===== src/rtl/rv32i_types_pkg.sv =====
// Shared RV32I types: branch funct3 encodings, 2-bit predictor counter states
// and the sequential PC increment.
package rv32i_types_pkg;

  typedef enum logic [2:0] {
    BR_BEQ  = 3'b000,
    BR_BNE  = 3'b001,
    BR_BLT  = 3'b100,
    BR_BGE  = 3'b101,
    BR_BLTU = 3'b110,
    BR_BGEU = 3'b111
  } branch_funct3_t;

  typedef enum logic [1:0] {
    SNT = 2'b00,
    WNT = 2'b01,
    WT  = 2'b10,
    ST  = 2'b11
  } pred_ctr_t;

  localparam logic [31:0] PC_INC = 32'd4;

endpackage


===== src/rtl/branch_predictor_sat_ctr2.sv =====
// Next-state logic for one 2-bit saturating direction counter. A taken branch
// that misses on tag allocates the entry as weakly-taken.
module sat_ctr2
  import rv32i_types_pkg::*;
(
  input  pred_ctr_t ctr_i,
  input  logic      hit_i,
  input  logic      taken_i,
  output pred_ctr_t ctr_o
);

  always_comb begin
    ctr_o = ctr_i;
    if (taken_i && !hit_i) begin
      ctr_o = WT;
    end else if (hit_i) begin
      if (taken_i) begin
        case (ctr_i)
          SNT:     ctr_o = WNT;
          WNT:     ctr_o = WT;
          default: ctr_o = ST;
        endcase
      end else begin
        case (ctr_i)
          ST:      ctr_o = WT;
          WT:      ctr_o = WNT;
          default: ctr_o = SNT;
        endcase
      end
    end
  end

endmodule


===== src/rtl/branch_predictor.sv =====
// Direct-mapped tagged BTB with 2-bit direction counters: fetch-stage lookup,
// execute-stage update, misprediction detection and branch statistics.
module branch_predictor
  import rv32i_types_pkg::*;
#(
  parameter int IDX_BITS = 5
) (
  input  logic        clk,
  input  logic        rst,
  input  logic [31:0] if_pc,
  output logic        pred_taken,
  output logic [31:0] pred_target,
  input  logic        ex_valid,
  input  logic        ex_stall,
  input  logic        ex_is_branch,
  input  logic [31:0] ex_pc,
  input  logic        ex_br_en,
  input  logic [31:0] ex_target,
  input  logic        ex_pred_taken,
  input  logic [31:0] ex_pred_target,
  output logic        mispredict,
  output logic [31:0] redirect_pc,
  output logic [31:0] br_count,
  output logic [31:0] mp_count
);

  localparam int DEPTH = 1 << IDX_BITS;
  localparam int TAG_W = 30 - IDX_BITS;

  logic [DEPTH-1:0] valid_q, valid_d;
  pred_ctr_t        ctr_q [DEPTH];
  pred_ctr_t        ctr_d [DEPTH];
  logic [TAG_W-1:0] tag_q [DEPTH];
  logic [TAG_W-1:0] tag_d [DEPTH];
  logic [31:0]      tgt_q [DEPTH];
  logic [31:0]      tgt_d [DEPTH];
  logic [31:0]      br_count_q, br_count_d;
  logic [31:0]      mp_count_q, mp_count_d;

  logic [IDX_BITS-1:0] if_idx, ex_idx;
  logic [TAG_W-1:0]    if_tag, ex_tag;
  logic                if_hit, ex_hit, upd;
  pred_ctr_t           ctr_upd;

  assign if_idx = if_pc[IDX_BITS+1:2];
  assign if_tag = if_pc[31:IDX_BITS+2];
  assign ex_idx = ex_pc[IDX_BITS+1:2];
  assign ex_tag = ex_pc[31:IDX_BITS+2];

  // Lookup reads registered state only, so a same-cycle update is not bypassed.
  assign if_hit      = valid_q[if_idx] && (tag_q[if_idx] == if_tag);
  assign pred_taken  = !rst && if_hit && ctr_q[if_idx][1];
  assign pred_target = pred_taken ? tgt_q[if_idx] : if_pc + PC_INC;

  assign upd    = ex_valid && ex_is_branch && !ex_stall && !rst;
  assign ex_hit = valid_q[ex_idx] && (tag_q[ex_idx] == ex_tag);

  assign mispredict  = upd && ((ex_br_en != ex_pred_taken) ||
                               (ex_br_en && ex_pred_taken && (ex_target != ex_pred_target)));
  assign redirect_pc = ex_br_en ? ex_target : ex_pc + PC_INC;

  sat_ctr2 u_sat_ctr2 (
    .ctr_i   (ctr_q[ex_idx]),
    .hit_i   (ex_hit),
    .taken_i (ex_br_en),
    .ctr_o   (ctr_upd)
  );

  always_comb begin
    valid_d = valid_q;
    ctr_d   = ctr_q;
    tag_d   = tag_q;
    tgt_d   = tgt_q;
    if (upd) begin
      ctr_d[ex_idx] = ctr_upd;
      if (ex_br_en) begin
        valid_d[ex_idx] = 1'b1;
        tag_d[ex_idx]   = ex_tag;
        tgt_d[ex_idx]   = ex_target;
      end
    end
  end

  assign br_count_d = br_count_q + {31'd0, upd};
  assign mp_count_d = mp_count_q + {31'd0, mispredict};

  always_ff @(posedge clk) begin
    if (rst) begin
      valid_q    <= '0;
      br_count_q <= '0;
      mp_count_q <= '0;
      for (int i = 0; i < DEPTH; i++) ctr_q[i] <= WNT;
    end else begin
      valid_q    <= valid_d;
      ctr_q      <= ctr_d;
      br_count_q <= br_count_d;
      mp_count_q <= mp_count_d;
    end
  end

  // Tags and targets are qualified by valid, so they need no reset.
  always_ff @(posedge clk) begin
    tag_q <= tag_d;
    tgt_q <= tgt_d;
  end

  assign br_count = br_count_q;
  assign mp_count = mp_count_q;

endmodule

===== config.mk =====
export PLATFORM = sky130hd
export DESIGN_NAME = branch_predictor
export DESIGN_NICKNAME = d
export VERILOG_FILES = /design/src/rtl/rv32i_types_pkg.sv /design/src/rtl/branch_predictor_sat_ctr2.sv /design/src/rtl/branch_predictor.sv
export SDC_FILE = /design/constraint.sdc
export NUM_CORES = 2
export LEC_CHECK = 0
export ABC_AREA = 0
export BUFFER_PORTS_ARGS = -buffer_cell sky130_fd_sc_hd__buf_2
export CAP_MARGIN = 20
export CORE_MARGIN = 2
export CORE_UTILIZATION = 45
export CTS_BUF_LIST = sky130_fd_sc_hd__clkbuf_16
export DETAILED_ROUTE_END_ITERATION = 8
export PLACE_DENSITY_LB_ADDON = 0.2
export SLEW_MARGIN = 20
export SYNTH_ARGS = -nofsm -noshare
export SYNTH_HDL_FRONTEND = slang
export SYNTH_HIERARCHICAL = 1
export SYNTH_SLANG_ARGS = --single-unit

===== constraint.sdc =====
create_clock -name clk -period 5 [get_ports clk]
set_input_delay 0.5 -clock clk [delete_from_list [all_inputs] [get_ports clk]]
set_output_delay 0.5 -clock clk [all_outputs]
set_load 0.005 [all_outputs]

-- Word-level counts from Yosys, hierarchy flattened
Index checks and enable logic that the tools add are counted.
- add/sub/neg operators: 4
- multipliers: 0
- divide/modulo/power cells: 0
- order comparisons: 6
- equality and inequality tests: 7
- shifts and indexed selects: 0
- mux-type cells: 37
- bitwise logic cells: 3
- reduce and logical (&&, ||, !) cells: 19
- operators with widths (cell ; count):
    $bwmux 1024 ; 1
    $bwmux 800 ; 1
    $bmux 25 s5 ; 2
    $bmux 32 s5 ; 1
    $demux 32 s5 ; 1
    $mux 32 ; 5
    $demux 25 s5 ; 1
    $mux 25 ; 5
    $add 32x1->32 ; 2
    $add 32x3->32 const B ; 2
    $bwmux 64 ; 1
    $eq 25x25->1 ; 2
    $ne 32x32->1 ; 1
    $or 32x32->32 ; 1
    $bmux 2 s5 ; 2
    $mux 2 ; 8
    $logic_and 1x1->1 ; 13
    $ge 6x6->1 const B ; 2
    $lt 5x6->1 const B ; 2
    $not 5->6 ; 2
    $bmux 1 s5 ; 2
    $demux 2 s5 ; 1
    $pmux 2 s2 ; 2
    $lt 6x1->1 const B ; 1
    other kinds (10) ; 15
- register bits: 1984
- latch bits: 0
- memory bits (writable): 0
- ROM bits: 0
- bits of input ports: 135
- output and inout port bits: 130
- logic and storage cells: 175
- memories kept: 0

-- Logic depth before layout (Yosys ltp)
- depth in word-level cells: 10
- depth in mapped cells: 17
- mapped depth without buffers: 15

-- Hierarchy
Netlist, hierarchy kept.
- by module, submodules not included (module ; instances ; cells each ; area each (um^2) ; sequential area each (um^2)):
    branch_predictor ; 1 ; 4498 ; 84871.4 ; 57975.6
    sat_ctr2 ; 1 ; 6 ; 50.0 ; 0.0

-- Least setup slack after synthesis
No wires, ideal clock.
- path kind: input-to-reg
- from: in ex_pc[2]
- to: reg tag_q[125] in the netlist's numbering, enable pin
- setup time: 0.474 ns
- arrival: 4.684 ns
- required time: 4.526 ns
- slack: -0.158 ns
- cell stages on the path: 9
- buffers on the path: 5
- path through: buf_2 > buf_2 > buf_2 > buf_1 > clkbuf_1 > inv_1 > ha_1 > nand2_1 > nor2_1
- RTL lines (item ; RTL line ; text):
    from (decl) ; branch_predictor.sv:16 ; input logic [31:0] ex_pc,
    to (signal assigned) ; branch_predictor.sv:103 ; tag_q <= tag_d;
    to (decl) ; branch_predictor.sv:33 ; logic [TAG_W-1:0] tag_q [DEPTH];

-- Final worst setup path
- from: in if_pc[5]
- to: out pred_target[23]
- word-level cells in the longest chain between the ends: 9
- elaborated cells on any way between the ends: 18
- classes of those cells: add/sub: 1; eq/ne: 1; mux: 12; bitwise: 1; reduce/logical: 3
- ends and longest elaborated chain (item ; RTL line ; text):
    from (decl) ; branch_predictor.sv:10 ; input logic [31:0] if_pc,
    $not 5->6 (implied by the code) ; branch_predictor.sv:51, branch_predictor.sv:52, branch_predictor.sv:53 ;
    $bmux 25 s5 ; branch_predictor.sv:51 ; assign if_hit = valid_q[if_idx] && (tag_q[if_idx] == if_tag);
    $mux 25 (implied by the code) (2 in a row) ; branch_predictor.sv:51 ;
    $eq 25x25->1 ; branch_predictor.sv:51 ;
    $logic_and 1x1->1 ; branch_predictor.sv:51 ;
    $logic_and 1x1->1 (2 in a row) ; branch_predictor.sv:52 ; assign pred_taken = !rst && if_hit && ctr_q[if_idx][1];
    $mux 32 * ; branch_predictor.sv:53 ; assign pred_target = pred_taken ? tgt_q[if_idx] : if_pc + PC_INC;
    to (decl) ; branch_predictor.sv:12 ; output logic [31:0] pred_target,
Every way passes the cells marked *; elsewhere a longest branch is shown, timed or not. The select of a mux whose other input is x is not followed.

==> impl_metrics.json <==
{
  "finalNetCount": 5157,
  "first_global_vias": 49000,
  "grt_max_degree": 123,
  "synthMuxAreaShare": 0.202,
  "insertion_delay_ns": 0.87,
  "wl_um": 287000,
  "synth_top_area_cell": "edfxtp_1",
  "setup.worst_path.start_class": "input port",
  "yosys_warnings": 6,
  "powerDensity_mw_per_mm2": 360,
  "yosys.area_share.xor_xnor": 0.0192,
  "gp_congestion": 0.891,
  "die_w_um": 438,
  "regArea_mm2": 0.0580,
  "layout_min_cycle_time_ns": 4.89,
  "synth-simple-area-share": 0.0416,
  "cts_max_level": 4,
  "p_leak_nw": 32.0,
  "setup_viol": 0,
  "crit_start": "if_pc[5]",
  "async_flop_share": 0,
  "yosys.area_share.adder": 0.00161,
  "hold_path_class": "in -> reg",
  "start_util": 0.453,
  "grt_overflow": 0,
  "finalSetupTns_ns": 0,
  "totalPowerFinal_mw": 35.5,
  "wl_per_cell_um": 37.4,
  "hpwlAfterDp_um": 177000,
  "finClkSkew_ns": 0.0385,
  "synth_compound_area_frac": 0.0358,
  "syn-cell-area_mm2": 0.0849,
  "critPathMaxFanout": 10,
  "synthFlopType": "edfxtp_1",
  "period_share": 0.979,
  "syn_area_per_cell_um2": 18.9,
  "cp_data_required_time_ns": 4.50,
  "fill_cells": 14800,
  "via_per_inst": 6.51,
  "fin_area_mm2": 0.0986,
  "via_count": 50000,
  "cts.sinks": 1984,
  "status": "complete, no violations",
  "multi_input_area_mm2": 0.0259,
  "ys_seq_area_frac": 0.683,
  "relSlewSlack": 0.264,
  "cap_violations": 0,
  "clock.fmax_mhz": 204,
  "drive_gt1_frac": 0.324,
  "tightest_slew_ns": 1.10,
  "ios": 265,
  "cts_inserted_buffers": 204,
  "crit_path_end_kind": "output port",
  "cts_root_buf": "clkbuf_16",
  "portBuffers": 264,
  "cts_tree": "done",
  "whs_ns": 0.0390,
  "area_delta_synth_final_pct": 16.1,
  "ant_nets": 0,
  "synthTopCellsByArea": "edfxtp_1 (64%), mux4_2 (19%), dfxtp_1 (3.8%)",
  "firstDrtPassIters": 5,
  "drc": 0,
  "coreArea_mm2": 0.188,
  "fp.dieH_um": 438,
  "antenna_found_initial": 23,
  "place_area_mm2": 0.0918,
  "r2r_cells": 13,
  "reg2reg_from": "tag_q[324]",
  "synth.top_cell.area_share": 0.645,
  "maxSlewViolCount": 0,
  "clk_path_buf_depth": 3,
  "peakVddDrop_uv": 333,
  "initialDrtViolationCount": 6671,
  "syn_nets": 4649,
  "grt_use_total": 0.297,
  "cts.clk_slew.worst_paths_ns": 0.06,
  "grt_pass1_wl_um": 394000,
  "worst_r2r_endpoint": "ctr_q[46]",
  "worstSetupPathType": "in -> out",
  "synth_edf_count": 1824,
  "setup.worst_path.end": "pred_target[23]",
  "dieArea_mm2": 0.192,
  "synth_cells": 4504,
  "yosys_register_bits": 1984,
  "ff2ff_setup_slack_ns": 0.98,
  "cp.arrival_ns": 4.39,
  "synth_top_family_by_area": "multiplexers",
  "ys_types": 63,
  "hold_viol_final": 0,
  "fp-row-count": 159
}
## placed cells by master, fill, tap and decap left out, types with 9 or more instances in the layout
master | Yosys | layout
inv_1 | 14 | 62
clkbuf_16 | 0 | 208
a211o_1 | 39 | 39
diode_2 | 0 | 10
and3_1 | 65 | 64
ha_1 | 10 | 10
nor2_1 | 193 | 159
a22oi_1 | 139 | 138
buf_4 | 21 | 258
clkinv_16 | 0 | 9
nand4_1 | 60 | 60
edfxtp_1 | 1824 | 1824
or3_1 | 14 | 14
xnor2_1 | 104 | 103
xor2_1 | 82 | 82
buf_12 | 0 | 74
nor2_4 | 0 | 32
clkinv_2 | 0 | 30
a211oi_2 | 13 | 15
a221oi_1 | 14 | 12
clkinv_1 | 3 | 48
nand3_1 | 100 | 99
mux2_2 | 22 | 22
buf_2 | 61 | 256
bufinv_16 | 0 | 15
dfxtp_1 | 160 | 160
mux2i_1 | 116 | 116
o21ai_0 | 53 | 52
mux4_2 | 701 | 701
and2_1 | 27 | 26
o22ai_1 | 14 | 14
nor2b_1 | 16 | 16
nand2_1 | 208 | 208
a21oi_1 | 99 | 97
o221ai_1 | 28 | 28
## cell usage after synthesis (16+ instances only)
library cell  number
nand3_1          100
a22oi_1          139
edfxtp_1        1824
xor2_1            82
o21ai_0           53
mux2_2            22
buf_2             61
mux2i_1          116
a211o_1           39
mux4_2           701
xnor2_1          104
dfxtp_1          160
a21oi_1           99
nand2_1          208
and2_1            27
nor2b_1           16
buf_1             47
clkbuf_1         159
nor2_1           193
o221ai_1          28
and3_1            65
nand4_1           60
buf_4             21
## power by group
group	total [mW]	switching [mW]	internal, mW
clock	14.8	6.58	8.26
combinational	2.57	1.59	0.981
sequential	18.1	0.00684	18.1
total	35.5	8.17	27.3
## layer usage
metal  GRT usage  up-vias  share of wire
li1            -    19800              -
met1       0.384    26800           0.37
met2       0.479     2813           0.48
met3      0.0509      620          0.082
met4       0.169       18          0.067
met5           0        -        0.00043
## how the worst min path moves through the flow
stage                        startpoint           to  slack [ns]  cells after the start
after floorplan               ctr_q[10]    ctr_q[10]        0.43                      1
after global placement        ctr_q[16]    ctr_q[16]        0.44                      1
after detailed placement      ctr_q[40]    ctr_q[40]        0.45                      1
after CTS                 ex_target[20]  tgt_q[1012]       0.002                      1
after global routing      ex_target[20]  tgt_q[1012]        0.01                      1
final                     ex_target[20]  tgt_q[1012]        0.04                      1
## cells by family (layout without fill, tap and decap cells)
| family | Yosys count | count (layout) |
|---|---|---|
| DFF | 1984 | 1984 |
| muxes | 839 | 839 |
| and+or+nand+nor | 733 | 733 |
| AOI/OAI and AO/OA | 436 | 436 |
| buffers and inverters | 315 | 988 |
| xor gates and xnor gates | 186 | 186 |
| adders and majority gates | 11 | 11 |
| other | 0 | 10 |
## what timing repair did
action / 4_1_cts / 5_1_grt
gates cloned: 0 / 3
resized for setup: 7 / 19
endpoints found under the hold margin: 5 / 0
pin swaps: 2 / 11
hold buffers: 2 / 0
endpoints found under the setup margin: 13 / 30
setup buffers: 3 / 0
## cell type report
| cell class | count | area share |
|---|---|---|
| antenna | 10 | 0.000254 |
| clock buffer | 205 | 0.0520 |
| clock inverter | 166 | 0.0143 |
| inverter | 17 | 0.000787 |
| multi-input combinational | 2205 | 0.263 |
| sequential | 1984 | 0.588 |
| tap | 2495 | 0.0317 |
| timing repair buffer | 600 | 0.0496 |
## critical path: stages
cell      delay [ns]
buf_2           0.26
buf_4           0.30
nand3b_1        0.47
buf_12          0.34
o221ai_1        0.23
a221oi_1        0.09
a21oi_1         0.29
xnor2_1         0.26
nand4_1         0.21
nor4_4          0.28
buf_4           0.19
buf_4           0.14
nand2_8         0.10
buf_12          0.17
a211oi_4        0.27
a21oi_1         0.13
buf_2           0.15
## through the flow
stage          utilization  cells  setup slack [ns]
4_1_cts              0.524   7670           0.00144
6_report             0.525   7682             0.107
3_3_place_gp         0.489   7294           -0.0487
5_1_grt              0.525   7676           -0.0417
3_5_place_dp         0.489   7294           -0.0362
2_1_floorplan            -   4504            -0.158
## sequential cells by signal, indices dropped and copies added, names as in the netlist
name	count
mp_count	32
valid_q	32
br_count	32
ctr_q	64
tag_q	800
tgt_q	1024
(Power assumes the default switching activity.)
